==> src/rtl/matmul_seq_pkg.sv <==
// Shared definitions for the matmul_seq loop sequencer.
//   state_e     : sequencer FSM states
//   ACC_W       : default accumulator width (covers 255 * 255 * 255 without overflow)
//   BYTES_PER_C : bytes written per C element (little-endian)
package matmul_seq_pkg;

  typedef enum logic [3:0] {
    S_IDLE,
    S_RD_A,
    S_LAT_A,
    S_RD_B,
    S_LAT_B,
    S_WR0,
    S_WR1,
    S_WR2,
    S_NEXT,
    S_FIN
  } state_e;

  localparam int ACC_W       = 24;
  localparam int BYTES_PER_C = 3;

endpackage

==> src/rtl/matmul_seq_if.sv <==
// Data-memory request interface shared with the core through a grant handshake.
//   dm_en/dm_we/dm_addr/dm_wdata : request from the master
//   dm_gnt                       : request accepted at any edge with dm_en && dm_gnt
//   dm_rdata                     : read data, valid the cycle after read acceptance
interface matmul_seq_if #(
  parameter int ADDR_W = 16,
  parameter int DATA_W = 8
);

  logic              dm_en;
  logic              dm_we;
  logic [ADDR_W-1:0] dm_addr;
  logic [DATA_W-1:0] dm_wdata;
  logic              dm_gnt;
  logic [DATA_W-1:0] dm_rdata;

  modport master (
    output dm_en, dm_we, dm_addr, dm_wdata,
    input  dm_gnt, dm_rdata
  );

  modport slave (
    input  dm_en, dm_we, dm_addr, dm_wdata,
    output dm_gnt, dm_rdata
  );

endinterface

==> src/rtl/matmul_seq_mac.sv <==
// Unsigned multiply-accumulate for the matmul_seq datapath.
//   clock, rst : clock and asynchronous active-low reset
//   clear      : zero the accumulator (wins over en)
//   en         : add a * b into the accumulator
//   a, b       : unsigned operands
//   acc        : registered accumulator
//   acc_nxt    : value acc takes at the next edge, for registering write data early
module matmul_mac
  import matmul_seq_pkg::*;
#(
  parameter int DATA_W = 8,
  parameter int ACC_W  = 24
) (
  input  logic              clock,
  input  logic              rst,
  input  logic              clear,
  input  logic              en,
  input  logic [DATA_W-1:0] a,
  input  logic [DATA_W-1:0] b,
  output logic [ACC_W-1:0]  acc,
  output logic [ACC_W-1:0]  acc_nxt
);

  logic [2*DATA_W-1:0] prod;
  logic [ACC_W-1:0]    acc_q;
  logic [ACC_W-1:0]    acc_d;

  always_comb begin
    prod  = a * b;
    acc_d = acc_q;
    if (clear) begin
      acc_d = '0;
    end else if (en) begin
      acc_d = acc_q + ACC_W'(prod);
    end
  end

  always_ff @(posedge clock or negedge rst) begin
    if (!rst) begin
      acc_q <= '0;
    end else begin
      acc_q <= acc_d;
    end
  end

  assign acc     = acc_q;
  assign acc_nxt = acc_d;

endmodule

==> src/rtl/matmul_seq.sv <==
// Loop sequencer for C = A x B (8-bit elements, 24-bit accumulator).
// Walks the i/j/k loop nest with running pointers (no address multipliers),
// reads A and B over the shared data-memory port, accumulates products and
// writes each C element back as three little-endian bytes.
//   clock, rst            : clock and asynchronous active-low reset
//   start                 : job start pulse, honoured only in IDLE
//   dim_x, dim_y, dim_z   : A is X x Y, B is Y x Z, C is X x Z
//   base_a/base_b/base_c  : row-major base addresses
//   dm                    : data-memory master port (registered request)
//   busy, done, err       : status; done/err are one-cycle pulses
module matmul_seq #(
  parameter int ADDR_W = 16,
  parameter int DATA_W = 8,
  parameter int ACC_W  = matmul_seq_pkg::ACC_W
) (
  input  logic              clock,
  input  logic              rst,
  input  logic              start,
  input  logic [7:0]        dim_x,
  input  logic [7:0]        dim_y,
  input  logic [7:0]        dim_z,
  input  logic [ADDR_W-1:0] base_a,
  input  logic [ADDR_W-1:0] base_b,
  input  logic [ADDR_W-1:0] base_c,
  matmul_seq_if.master      dm,
  output logic              busy,
  output logic              done,
  output logic              err
);

  import matmul_seq_pkg::*;

  state_e            state_q, state_d;
  logic [7:0]        x_q, x_d, y_q, y_d, z_q, z_d;
  logic [7:0]        i_q, i_d, j_q, j_d, k_q, k_d;
  logic [ADDR_W-1:0] bb_q, bb_d;
  logic [ADDR_W-1:0] a_row_q, a_row_d, a_ptr_q, a_ptr_d;
  logic [ADDR_W-1:0] b_col_q, b_col_d, b_ptr_q, b_ptr_d;
  logic [ADDR_W-1:0] c_ptr_q, c_ptr_d;
  logic [DATA_W-1:0] a_reg_q, a_reg_d;
  logic              dm_en_q, dm_en_d, dm_we_q, dm_we_d;
  logic [ADDR_W-1:0] dm_addr_q, dm_addr_d;
  logic [DATA_W-1:0] dm_wdata_q, dm_wdata_d;
  logic              busy_q, busy_d, done_q, done_d, err_q, err_d;
  logic              mac_clear, mac_en;
  logic [ACC_W-1:0]  acc, acc_nxt;
  logic              zero_dim;

  assign zero_dim = (dim_x == 8'd0) || (dim_y == 8'd0) || (dim_z == 8'd0);

  matmul_mac #(.DATA_W(DATA_W), .ACC_W(ACC_W)) u_mac (
    .clock   (clock),
    .rst     (rst),
    .clear   (mac_clear),
    .en      (mac_en),
    .a       (a_reg_q),
    .b       (dm.dm_rdata),
    .acc     (acc),
    .acc_nxt (acc_nxt)
  );

  always_comb begin
    state_d   = state_q;
    x_d       = x_q;
    y_d       = y_q;
    z_d       = z_q;
    i_d       = i_q;
    j_d       = j_q;
    k_d       = k_q;
    bb_d      = bb_q;
    a_row_d   = a_row_q;
    a_ptr_d   = a_ptr_q;
    b_col_d   = b_col_q;
    b_ptr_d   = b_ptr_q;
    c_ptr_d   = c_ptr_q;
    a_reg_d   = a_reg_q;
    mac_clear = 1'b0;
    mac_en    = 1'b0;
    err_d     = 1'b0;

    case (state_q)
      S_IDLE: begin
        if (start) begin
          x_d       = dim_x;
          y_d       = dim_y;
          z_d       = dim_z;
          bb_d      = base_b;
          a_row_d   = base_a;
          a_ptr_d   = base_a;
          b_col_d   = base_b;
          b_ptr_d   = base_b;
          c_ptr_d   = base_c;
          i_d       = 8'd0;
          j_d       = 8'd0;
          k_d       = 8'd0;
          mac_clear = 1'b1;
          err_d     = zero_dim;
          state_d   = zero_dim ? S_FIN : S_RD_A;
        end
      end
      S_RD_A:  if (dm.dm_gnt) state_d = S_LAT_A;
      S_LAT_A: begin
        a_reg_d = dm.dm_rdata;
        state_d = S_RD_B;
      end
      S_RD_B:  if (dm.dm_gnt) state_d = S_LAT_B;
      S_LAT_B: begin
        mac_en  = 1'b1;
        k_d     = k_q + 8'd1;
        a_ptr_d = a_ptr_q + ADDR_W'(1);
        // Next B element of the same column is one row (Z bytes) further on.
        b_ptr_d = b_ptr_q + ADDR_W'(z_q);
        state_d = (k_q == y_q - 8'd1) ? S_WR0 : S_RD_A;
      end
      S_WR0:   if (dm.dm_gnt) state_d = S_WR1;
      S_WR1:   if (dm.dm_gnt) state_d = S_WR2;
      S_WR2:   if (dm.dm_gnt) state_d = S_NEXT;
      S_NEXT: begin
        c_ptr_d   = c_ptr_q + ADDR_W'(BYTES_PER_C);
        mac_clear = 1'b1;
        k_d       = 8'd0;
        state_d   = S_RD_A;
        if (j_q < z_q - 8'd1) begin
          j_d     = j_q + 8'd1;
          b_col_d = b_col_q + ADDR_W'(1);
          b_ptr_d = b_col_q + ADDR_W'(1);
          a_ptr_d = a_row_q;
        end else if (i_q < x_q - 8'd1) begin
          i_d     = i_q + 8'd1;
          j_d     = 8'd0;
          a_row_d = a_row_q + ADDR_W'(y_q);
          a_ptr_d = a_row_q + ADDR_W'(y_q);
          b_col_d = bb_q;
          b_ptr_d = bb_q;
        end else begin
          state_d = S_FIN;
        end
      end
      S_FIN:   state_d = S_IDLE;
      default: state_d = S_IDLE;
    endcase

    // Request outputs are decoded from the next state so they are registered
    // and stay frozen while a request waits for its grant.
    dm_en_d    = 1'b0;
    dm_we_d    = 1'b0;
    dm_addr_d  = '0;
    dm_wdata_d = '0;
    case (state_d)
      S_RD_A: begin
        dm_en_d   = 1'b1;
        dm_addr_d = a_ptr_d;
      end
      S_RD_B: begin
        dm_en_d   = 1'b1;
        dm_addr_d = b_ptr_d;
      end
      S_WR0: begin
        dm_en_d    = 1'b1;
        dm_we_d    = 1'b1;
        dm_addr_d  = c_ptr_d;
        // Entered straight from LAT_B, so the final sum is only on acc_nxt.
        dm_wdata_d = acc_nxt[0 +: DATA_W];
      end
      S_WR1: begin
        dm_en_d    = 1'b1;
        dm_we_d    = 1'b1;
        dm_addr_d  = c_ptr_d + ADDR_W'(1);
        dm_wdata_d = acc[DATA_W +: DATA_W];
      end
      S_WR2: begin
        dm_en_d    = 1'b1;
        dm_we_d    = 1'b1;
        dm_addr_d  = c_ptr_d + ADDR_W'(2);
        dm_wdata_d = acc[2*DATA_W +: DATA_W];
      end
      default: ;
    endcase

    busy_d = (state_d != S_IDLE);
    done_d = (state_d == S_FIN);
  end

  always_ff @(posedge clock or negedge rst) begin
    if (!rst) begin
      state_q    <= S_IDLE;
      x_q        <= '0;
      y_q        <= '0;
      z_q        <= '0;
      i_q        <= '0;
      j_q        <= '0;
      k_q        <= '0;
      bb_q       <= '0;
      a_row_q    <= '0;
      a_ptr_q    <= '0;
      b_col_q    <= '0;
      b_ptr_q    <= '0;
      c_ptr_q    <= '0;
      a_reg_q    <= '0;
      dm_en_q    <= 1'b0;
      dm_we_q    <= 1'b0;
      dm_addr_q  <= '0;
      dm_wdata_q <= '0;
      busy_q     <= 1'b0;
      done_q     <= 1'b0;
      err_q      <= 1'b0;
    end else begin
      state_q    <= state_d;
      x_q        <= x_d;
      y_q        <= y_d;
      z_q        <= z_d;
      i_q        <= i_d;
      j_q        <= j_d;
      k_q        <= k_d;
      bb_q       <= bb_d;
      a_row_q    <= a_row_d;
      a_ptr_q    <= a_ptr_d;
      b_col_q    <= b_col_d;
      b_ptr_q    <= b_ptr_d;
      c_ptr_q    <= c_ptr_d;
      a_reg_q    <= a_reg_d;
      dm_en_q    <= dm_en_d;
      dm_we_q    <= dm_we_d;
      dm_addr_q  <= dm_addr_d;
      dm_wdata_q <= dm_wdata_d;
      busy_q     <= busy_d;
      done_q     <= done_d;
      err_q      <= err_d;
    end
  end

  assign dm.dm_en    = dm_en_q;
  assign dm.dm_we    = dm_we_q;
  assign dm.dm_addr  = dm_addr_q;
  assign dm.dm_wdata = dm_wdata_q;
  assign busy        = busy_q;
  assign done        = done_q;
  assign err         = err_q;

endmodule

==> src/flat_wrapper.sv <==
// flat-port wrapper written by rule: the top's interface ports become plain ports
module matmul_seq_flat import matmul_seq_pkg::*;
#(
  parameter int ADDR_W = 16,
  parameter int DATA_W = 8,
  parameter int ACC_W  = matmul_seq_pkg::ACC_W
)
  (clock, rst, start, dim_x, dim_y, dim_z, base_a, base_b, base_c, busy, done, err, dm_dm_en, dm_dm_we, dm_dm_addr, dm_dm_wdata, dm_dm_gnt, dm_dm_rdata);
  matmul_seq_if #(.ADDR_W(ADDR_W), .DATA_W(DATA_W)) dm_i ();
  input  logic clock;
  input  logic rst;
  input  logic start;
  input  logic [7:0] dim_x;
  input  logic [7:0] dim_y;
  input  logic [7:0] dim_z;
  input  logic [ADDR_W-1:0] base_a;
  input  logic [ADDR_W-1:0] base_b;
  input  logic [ADDR_W-1:0] base_c;
  output logic busy;
  output logic done;
  output logic err;
  output wire logic [$bits(dm_i.dm_en)-1:0] dm_dm_en;
  output wire logic [$bits(dm_i.dm_we)-1:0] dm_dm_we;
  output wire logic [$bits(dm_i.dm_addr)-1:0] dm_dm_addr;
  output wire logic [$bits(dm_i.dm_wdata)-1:0] dm_dm_wdata;
  input wire logic [$bits(dm_i.dm_gnt)-1:0] dm_dm_gnt;
  input wire logic [$bits(dm_i.dm_rdata)-1:0] dm_dm_rdata;
  assign dm_dm_en = dm_i.dm_en;
  assign dm_dm_we = dm_i.dm_we;
  assign dm_dm_addr = dm_i.dm_addr;
  assign dm_dm_wdata = dm_i.dm_wdata;
  assign dm_i.dm_gnt = dm_dm_gnt;
  assign dm_i.dm_rdata = dm_dm_rdata;
  matmul_seq #(.ADDR_W(ADDR_W), .DATA_W(DATA_W), .ACC_W(ACC_W)) u_core (.clock(clock), .rst(rst), .start(start), .dim_x(dim_x), .dim_y(dim_y), .dim_z(dim_z), .base_a(base_a), .base_b(base_b), .base_c(base_c), .dm(dm_i), .busy(busy), .done(done), .err(err));
endmodule
==> config.mk <==
export PLATFORM = sky130hd
export DESIGN_NAME = matmul_seq_flat
export DESIGN_NICKNAME = d
export VERILOG_FILES = /design/src/rtl/matmul_seq_pkg.sv /design/src/rtl/matmul_seq_if.sv /design/src/rtl/matmul_seq_mac.sv /design/src/rtl/matmul_seq.sv /design/src/flat_wrapper.sv
export SDC_FILE = /design/constraint.sdc
export NUM_CORES = 1
export LEC_CHECK = 0
export CAP_MARGIN = 10
export CORE_ASPECT_RATIO = 1.2
export CORE_MARGIN = 4
export CORE_UTILIZATION = 55
export DETAILED_ROUTE_END_ITERATION = 10
export HOLD_SLACK_MARGIN = 0.08
export PLACE_DENSITY = 0.78
export SLEW_MARGIN = 20
export SYNTH_ARGS = -nofsm -noshare
export SYNTH_HDL_FRONTEND = slang
export SYNTH_HIERARCHICAL = 1
export SYNTH_SLANG_ARGS = --single-unit
==> constraint.sdc <==
create_clock -name clock -period 4.4 [get_ports clock]
set_input_delay 0.88 -clock clock [delete_from_list [all_inputs] [get_ports clock]]
set_output_delay 0.88 -clock clock [all_outputs]
set_load 0.005 [all_outputs]
==> out/metrics.yaml, run 1 <==
status: "completed"
synth_compound_area_share_pct: 19.84
ant_nets: 0
synth_fa_ha_area_share_pct: 12.61
layoutNonFillerInstCount: 2556
relSlewSlack_pct: 18.29
path_class: "primary input to flip-flop"
finalSetupViolCount: 0
regArea_sq_mm: 0.005238
antenna_found_initial: 1
start_kind: "primary input"
slowest_delay_ps: 560
grt_pass1_wl_mm: 86.68
synthToLayoutAreaGrowth_pct: 19.52
critPathTopFamily: "adder cells"
placedCellCount: 2505
finalSetupTns_ps: 0
die_area_sq_mm: 0.03265
synth_edf_count: 0
gp_congestion: 0.9704
path_buf_inv: 5
p_total_w: 0.01931
vias: 16240
min_period_over_period_pct: 98.97
core_sq_mm: 0.02953
cpMaxStageDelayCell: "fa_2"
dieHeight_microns: 197.1
rsz0062_at_grt: "yes"
holdWs_ps: 439.5
hold_class: "primary input to asynchronous set/reset pin"
grt_max_degree: 122
io_buffers: 112
worst_slew_pin_slew_ps: 1222
multiInputGateArea_sq_mm: 0.01048
drt_first_pass_iters: 6
numCtsBuffers: 25
layout-drive-gt1-share_pct: 12.14
ys_async_sr_fraction_pct: 100.0
syn_avg_cell_area_sq_um: 8.243
nets: 2367
yosysSeqAreaShare_pct: 31.90
p_leak_nw: 8.739
wl_mm: 54.28
cp_max_fo: 8
synthDistinctLibCells: 93
clock_latency_ps: 520
path_cells: "clkbuf_4 -> nand2_1 -> fa_2 -> inv_1 -> fa_2 -> fa_1 -> inv_1 -> fa_1 -> inv_2 -> ha_4 -> a21o_1 -> a21o_1 -> a21o_1 -> o31a_1 -> buf_4 -> nand2_1 -> o311ai_2"
synthCells: 1989
post_synth_instance_area_sq_mm: 0.01640
synthMuxAreaShare_pct: 2.114
dp_hpwl_mm: 40.26
drc_errors: 0
num_rows: 69
skew_ps: 7.924
pin_count: 113
placed_area_sq_mm: 0.01864
slew_viol_final: 0
cts_tree: "built"
die_w_microns: 165.6
cts-root-buf: "clkbuf_16"
end_kind: "flip-flop"
detail_route.vias_per_cell: 6.353
crit_arrival_ps: 4750
max_clock_freq_ghz: 0.2296
wire_per_inst_microns: 21.23
final_common_cell: "nand2_1"
post-route-min-period_ps: 4355
cts.reportedPaths.clkPinSlew_ps: 60
synth_ff_type: "dfrtp_1"
synth_top_family_by_area: "simple AND/OR/NAND/NOR gates"
drt_iter0_markers: 1813
yosys_warnings: 6
crit_top_cell: "a21o_1"
fillers: 2411
initial_utilization_pct: 55.53
powerDensity_mw_per_mm2: 985.6
groute.usage.overall_pct: 32.39
final_cell_area_sq_mm: 0.01960
ys_ff_latch: 209
ir_drop_mv: 1.099
cts_buffer_depth: 3
synth_nets: 2207
layout_common_cells: "341 x nand2_1, 203 x dfrtp_1, 140 x nor2_1"
grt_pass1_vias: 16370
cts_hold_buf: 0
yosys.area_share.simple_pct: 23.19
hold_viol: 0
cp.required_ps: 4790
overflow: 0
cap_violations: 0
htree_levels: 1
num_antenna_cells: 0
synth_xor_area_share_pct: 4.541
cts.sinks: 209
-- cell type report --
class | count | share of cell area [%]
clock buffers | 32 | 3.531
clock inverters | 12 | 0.7215
repair buffers | 230 | 10.25
inverters | 145 | 2.784
multi-input cells | 1538 | 53.50
flip-flops and latches | 209 | 26.73
well taps | 390 | 2.490
-- what timing repair did --
| item | in CTS | in global routing |
|---|---|---|
| gates resized for setup | 25 | 38 |
| setup endpoints to repair | 19 | 14 |
| buffers inserted | 0 | 7 |
| pin swaps | 5 | 23 |
-- through the flow --
step | worst slack [ps] | util [%]
final | 45.20 | 66.37
after floorplan | -112.5 | -
after global placement | -857.1 | 63.12
after detailed placement | -961.6 | 63.12
after CTS | 13.41 | 66.01
after global routing | -69.24 | 66.37
-- per-layer routing --
layer	share of wire (%)	track usage, %
met5	0.024	0
met4	6.2	16.38
met3	7.6	4.764
met2	49	56.70
met1	37	39.13
-- kinds of logic (layout without fill, tap and decap cells) --
family,after synthesis,in the layout
and+or+nand+nor,807,807
AOI/OAI and AO/OA,479,479
buffers and inverters,242,419
DFF,209,209
adders and majority gates,134,134
xor gates and xnor gates,85,85
muxes,33,33
-- cell usage after synthesis (26+ instances only) --
library cell,n,area share (%)
nor3_1,45,1.4
a21oi_1,112,3.4
ha_1,82,6.3
nor2_1,142,3.3
a31oi_1,40,1.5
xor2_1,30,1.6
xnor2_1,55,2.9
nand4_1,31,1.2
nand2_1,345,7.9
clkbuf_1,72,1.6
and3_1,26,0.99
nand3_1,68,2.1
o211ai_1,33,1.5
inv_1,142,3.3
dfrtp_1,209,32
and2_1,49,1.9
o21ai_0,86,2.6
fa_1,52,6.3
-- state kept, by name, indices dropped and copies added (netlist names), 4 cells and up --
name / cells
u_core/u_mac/acc: 24
u_core/a_ptr_q: 16
u_core/a_row_q: 16
u_core/b_col_q: 16
u_core/b_ptr_q: 16
u_core/bb_q: 16
u_core/c_ptr_q: 16
u_core/dm.dm_addr: 16
u_core/a_reg_q: 8
u_core/dm.dm_wdata: 8
u_core/i_q: 8
u_core/j_q: 8
u_core/k_q: 8
u_core/x_q: 8
u_core/y_q: 8
u_core/z_q: 8
u_core/state_q: 4
-- power breakdown --
part | switching, W | total [W] | internal, W
registers | 0.00102 | 0.00370 | 0.00269
logic | 0.00745 | 0.0135 | 0.00602
clock network | 0.000859 | 0.00214 | 0.00128
total | 0.00933 | 0.0193 | 0.00999
-- path summary, 6_finish.rpt --
kind                            slack (ps)                    to              start  depth (start not counted)
worst max register to register          60  u_core/u_mac/acc[18]  u_core/a_reg_q[2]                         15
worst max-delay path                    50  u_core/u_mac/acc[18]     dm_dm_rdata[4]                         17
worst min-delay path                   440    u_core/a_row_q[10]                rst                          1
worst min register to register         510         u_core/x_q[7]      u_core/x_q[7]                          2
min in group clock                     510         u_core/x_q[7]      u_core/x_q[7]                          2
max in group asynchronous             2840     u_core/c_ptr_q[5]                rst                          2
Power figures use the tool's default switching activity.
==> run 2, diff against run 1 <==
CORE_ASPECT_RATIO = unset   (was 1.2)
==> out/metrics.yaml, run 2 (synthesized netlist as in run 1, its figures left out) <==
drc_errors: 0
initial_utilization_pct: 56.36
htree_levels: 1
status: "completed"
gp_congestion: 0.9385
grt_pass1_wl_mm: 83.46
layout-drive-gt1-share_pct: 12.16
cts.sinks: 209
worst_slew_pin_slew_ps: 1126
skew_ps: 17.34
synthToLayoutAreaGrowth_pct: 19.25
cp.required_ps: 4840
wl_mm: 51.70
clock_latency_ps: 530
die_area_sq_mm: 0.03264
finalSetupTns_ps: 0
detail_route.vias_per_cell: 6.308
r2r-end: "u_core/u_mac/acc[18]"
die_w_microns: 180.7
relSlewSlack_pct: 23.72
dp_hpwl_mm: 37.70
num_rows: 62
cts_buffer_depth: 3
numCtsBuffers: 25
dieHeight_microns: 180.7
slew_viol_final: 0
path_class: "flip-flop to flip-flop"
start_kind: "flip-flop"
rsz0062_at_grt: "yes"
min_period_over_period_pct: 98.05
p_leak_nw: 8.691
post-route-min-period_ps: 4314
antenna_found_initial: 2
regArea_sq_mm: 0.005239
finalSetupViolCount: 0
r2r_cells: 15
cts_tree: "built"
nets: 2362
drt_iter0_markers: 1825
cts.reportedPaths.clkPinSlew_ps: 60
cp_max_fo: 4
ant_nets: 0
fillers: 2352
layout_common_cells: "338 x nand2_1, 202 x dfrtp_1, 139 x nor2_1"
wire_per_inst_microns: 20.30
hold_class: "primary input to asynchronous set/reset pin"
hold_viol: 0
cts-root-buf: "clkbuf_16"
core_sq_mm: 0.02909
grt_pass1_vias: 15520
r2r_start: "u_core/a_reg_q[4]"
vias: 16070
multiInputGateArea_sq_mm: 0.01049
largest_reg_flops: 24
end_kind: "flip-flop"
cap_violations: 0
ir_drop_mv: 1.176
rrSetupSlack_ps: 90
crit_arrival_ps: 4750
pin_count: 113
final_common_cell: "nand2_1"
holdWs_ps: 359.5
groute.usage.overall_pct: 30.86
overflow: 0
powerDensity_mw_per_mm2: 962.8
drt_first_pass_iters: 8
grt_max_degree: 98
io_buffers: 112
max_clock_freq_ghz: 0.2318
==> run 2: stage by stage <==
step | worst slack [ps] | power [W] | cells | instance area, sq um | utilization, %
2_1_floorplan | -112.5 | 0.01201 | 1989 | 16550 | -
3_3_place_gp | -885.6 | 0.01538 | 2487 | 18540 | 63.72
3_5_place_dp | -947.9 | 0.01571 | 2487 | 18540 | 63.72
4_1_cts | 4.537 | 0.01791 | 2533 | 19370 | 66.58
5_1_grt | -36.12 | 0.02041 | 2547 | 19550 | 67.21
6_report | 85.63 | 0.01882 | 2547 | 19550 | 67.21
==> run 2: where the power goes <==
group / leakage [nW] / internal [W] / switching [W]
registers: 2.61 / 0.00269 / 0.00101
clock network: 0.389 / 0.00119 / 0.000877
logic: 5.69 / 0.00585 / 0.00720
==> run 2: routing by layer <==
metal | vias to the layer above | GRT usage [%] | part of all wire [%]
li1 | 7376 | - | -
met1 | 7698 | 43.01 | 42
met2 | 837 | 47.93 | 45
met3 | 155 | 5.349 | 8.8
met4 | 0 | 12.70 | 4.7
met5 | - | 0 | 0
==> run 2: area by class of cell <==
cell class              count  area share [%]
multi-input cells        1538           53.67
flip-flops and latches    209           26.79
repair buffers            225           10.14
clock buffers              34           3.629
inverters                 145           2.790
well taps                 384           2.457
clock inverters            11          0.5120
diodes                      1         0.01280
==> run 2: worst max path at each step <==
stage,startpoint,slack [ps],cells past startpoint,endpoint
detailed placement,dm_dm_rdata[3],-950,16,u_core/u_mac/acc[22]
global placement,dm_dm_rdata[3],-890,16,u_core/u_mac/acc[21]
CTS,dm_dm_rdata[3],5,16,u_core/u_mac/acc[22]
finish,u_core/a_reg_q[4],90,15,u_core/u_mac/acc[18]
floorplan,dm_dm_rdata[0],-110,16,u_core/u_mac/acc[21]
global route,dm_dm_rdata[6],-40,16,u_core/u_mac/acc[22]
==> run 2: repair_timing <==
| item | 4_1_cts | 5_1_grt |
|---|---|---|
| hold buffers | 0 | 0 |
| resized for setup | 23 | 49 |
| pin swaps | 3 | 19 |
| setup buffers | 1 | 12 |
| setup endpoints to repair | 19 | 17 |
==> run 2: worst max-delay path: stages (launching register included) <==
cell and delay [ps]:
dfrtp_2 420, buf_6 140, and2_4 150, fa_1 560, fa_1 430, fa_1 490, inv_1 50, fa_1 490
inv_2 40, ha_4 210, a21o_1 160, a21o_1 160, a21o_1 190, o31a_1 370, buf_4 160, o311ai_2 190
==> run 3, diff against run 2 <==
PLACE_DENSITY = 0.75   (was 0.78)
clock period = 4.8 ns   (was 4.4 ns; I/O delays follow)
==> out/metrics.yaml, run 3 (synthesized netlist as in run 1, its figures left out) <==
min_period_over_period_pct: 98.49
slew_viol_final: 0
status: "completed"
grt_pass1_wl_mm: 82.39
cts_buffer_depth: 3
pin_count: 113
relSlewSlack_pct: 24.94
placed_area_sq_mm: 0.01829
core_sq_mm: 0.02909
drt_first_pass_iters: 6
cts_tree: "built"
cp_max_fo: 5
final_cell_area_sq_mm: 0.01937
final_common_cell: "nand2_1"
finalSetupViolCount: 0
p_clk_share_pct: 12.5
post-route-min-period_ps: 4728
max_clock_freq_ghz: 0.2115
r2r_start: "u_core/a_reg_q[6]"
comb_power_share_pct: 67.5
clock_latency_ps: 550
skew_ps: 16.65
dp_hpwl_mm: 37.09
dieHeight_microns: 180.7
ant_nets: 0
use_met2_pct: 48.31
num_rows: 62
htree_levels: 1
cap_violations: 0
crit_arrival_ps: 5150
ir_drop_mv: 0.9216
layout_common_cells: "344 x nand2_1, 209 x dfrtp_1, 142 x inv_1"
wire_per_inst_microns: 20.50
start_kind: "primary input"
cts.sinks: 209
vias: 15940
powerDensity_mw_per_mm2: 877.8
overflow: 0
groute.usage.overall_pct: 30.55
end_kind: "flip-flop"
p_seq_share_pct: 20.0
p_sw_w: 0.008216
io_buffers: 112
numCtsBuffers: 26
cts.reportedPaths.clkPinSlew_ps: 60
detail_route.vias_per_cell: 6.326
synthToLayoutAreaGrowth_pct: 18.15
cp.required_ps: 5230
grt_max_degree: 103
drt_iter0_markers: 1884
num_antenna_cells: 0
switching_share_pct: 48.32
die_area_sq_mm: 0.03264
nets: 2334
layout-drive-gt1-share_pct: 9.457
hold_viol: 0
grt_use_met3_pct: 5.006
power.internal_w: 0.008787
hold_class: "primary input to asynchronous set/reset pin"
die_w_microns: 180.7
busiest_layer: "met2"
path_class: "primary input to flip-flop"
holdWs_ps: 417.9
cts-root-buf: "clkbuf_16"
grt_use_met1_pct: 43.04
grt_pass1_vias: 15080
antenna_found_initial: 0
p_leak_nw: 8.630
largest_reg_flops: 24
drc_errors: 0
critPathLaunch: "dm_dm_rdata[3]"
gp_congestion: 0.9453
wl_mm: 51.66
worst_slew_pin_slew_ps: 1126
initial_utilization_pct: 56.36
[run 3: path summary, 6_finish.rpt]
path	to	slack [ps]	depth (start not counted)
setup / recovery	u_core/u_mac/acc[23]	70	17
hold / removal	u_core/b_col_q[7]	420	1
setup reg to reg	u_core/u_mac/acc[18]	220	16
hold reg to reg	u_core/bb_q[5]	510	2
max in group asynchronous	u_core/c_ptr_q[5]	3260	2
min in group clock	u_core/bb_q[5]	510	2
[run 3: final cells by class]
type,count,area [sq um]
Clock buffer,34,742.0
Timing Repair Buffer,196,1785
Tap cell,384,480.5
Multi-Input combinational cell,1538,10410
Inverter,145,545.5
Clock inverter,14,182.7
Fill cell,2396,9719
Sequential cell,209,5230
[run 3: power by group through the flow]
stage          sequential [W]  clock [W]  combinational [W]
4_1_cts               0.00336    0.00215             0.0108
3_3_place_gp          0.00335          0             0.0103
3_5_place_dp          0.00338          0             0.0106
5_1_grt               0.00350    0.00222             0.0127
6_report              0.00340    0.00212             0.0115
2_1_floorplan         0.00302          0            0.00759
[run 3: what timing repair did]
action,in CTS,in global routing
cloned,0,0
resized for setup,13,23
hold buffers,0,0
setup buffers,2,3
pin swaps,8,8
endpoints found under the setup margin,12,16
[run 3: per-layer routing]
layer  vias to the layer above  routed length [microns]
met5                         -                        0
met2                       792                    23860
li1                       7311                        -
met4                         0                     1928
met3                       125                     4453
met1                      7714                    21410
[run 3: stage by stage]
step	cells	setup TNS [ps]	setup slack [ps]	total power (W)	utilization [%]
2_1_floorplan	1989	0	2.996	0.01062	-
3_3_place_gp	2467	-9689	-674.7	0.01369	62.88
3_5_place_dp	2467	-10820	-708.4	0.01395	62.88
4_1_cts	2517	-4.054	-4.054	0.01628	66.18
5_1_grt	2520	-76.74	-32.44	0.01843	66.59
6_report	2520	0	72.45	0.01700	66.59
[run 3: worst max-delay path: stages]
cell             delay [ps]
clkdlybuf4s15_1         220
buf_4                   170
and2_1                  170
fa_1                    420
fa_1                    550
inv_1                    50
fa_1                    460
fa_1                    540
inv_1                    60
ha_4                    250
o211ai_1                300
a21oi_4                  70
o21ai_4                 270
buf_4                   170
a21oi_1                  50
nand3_1                 110
mux2_4                  310
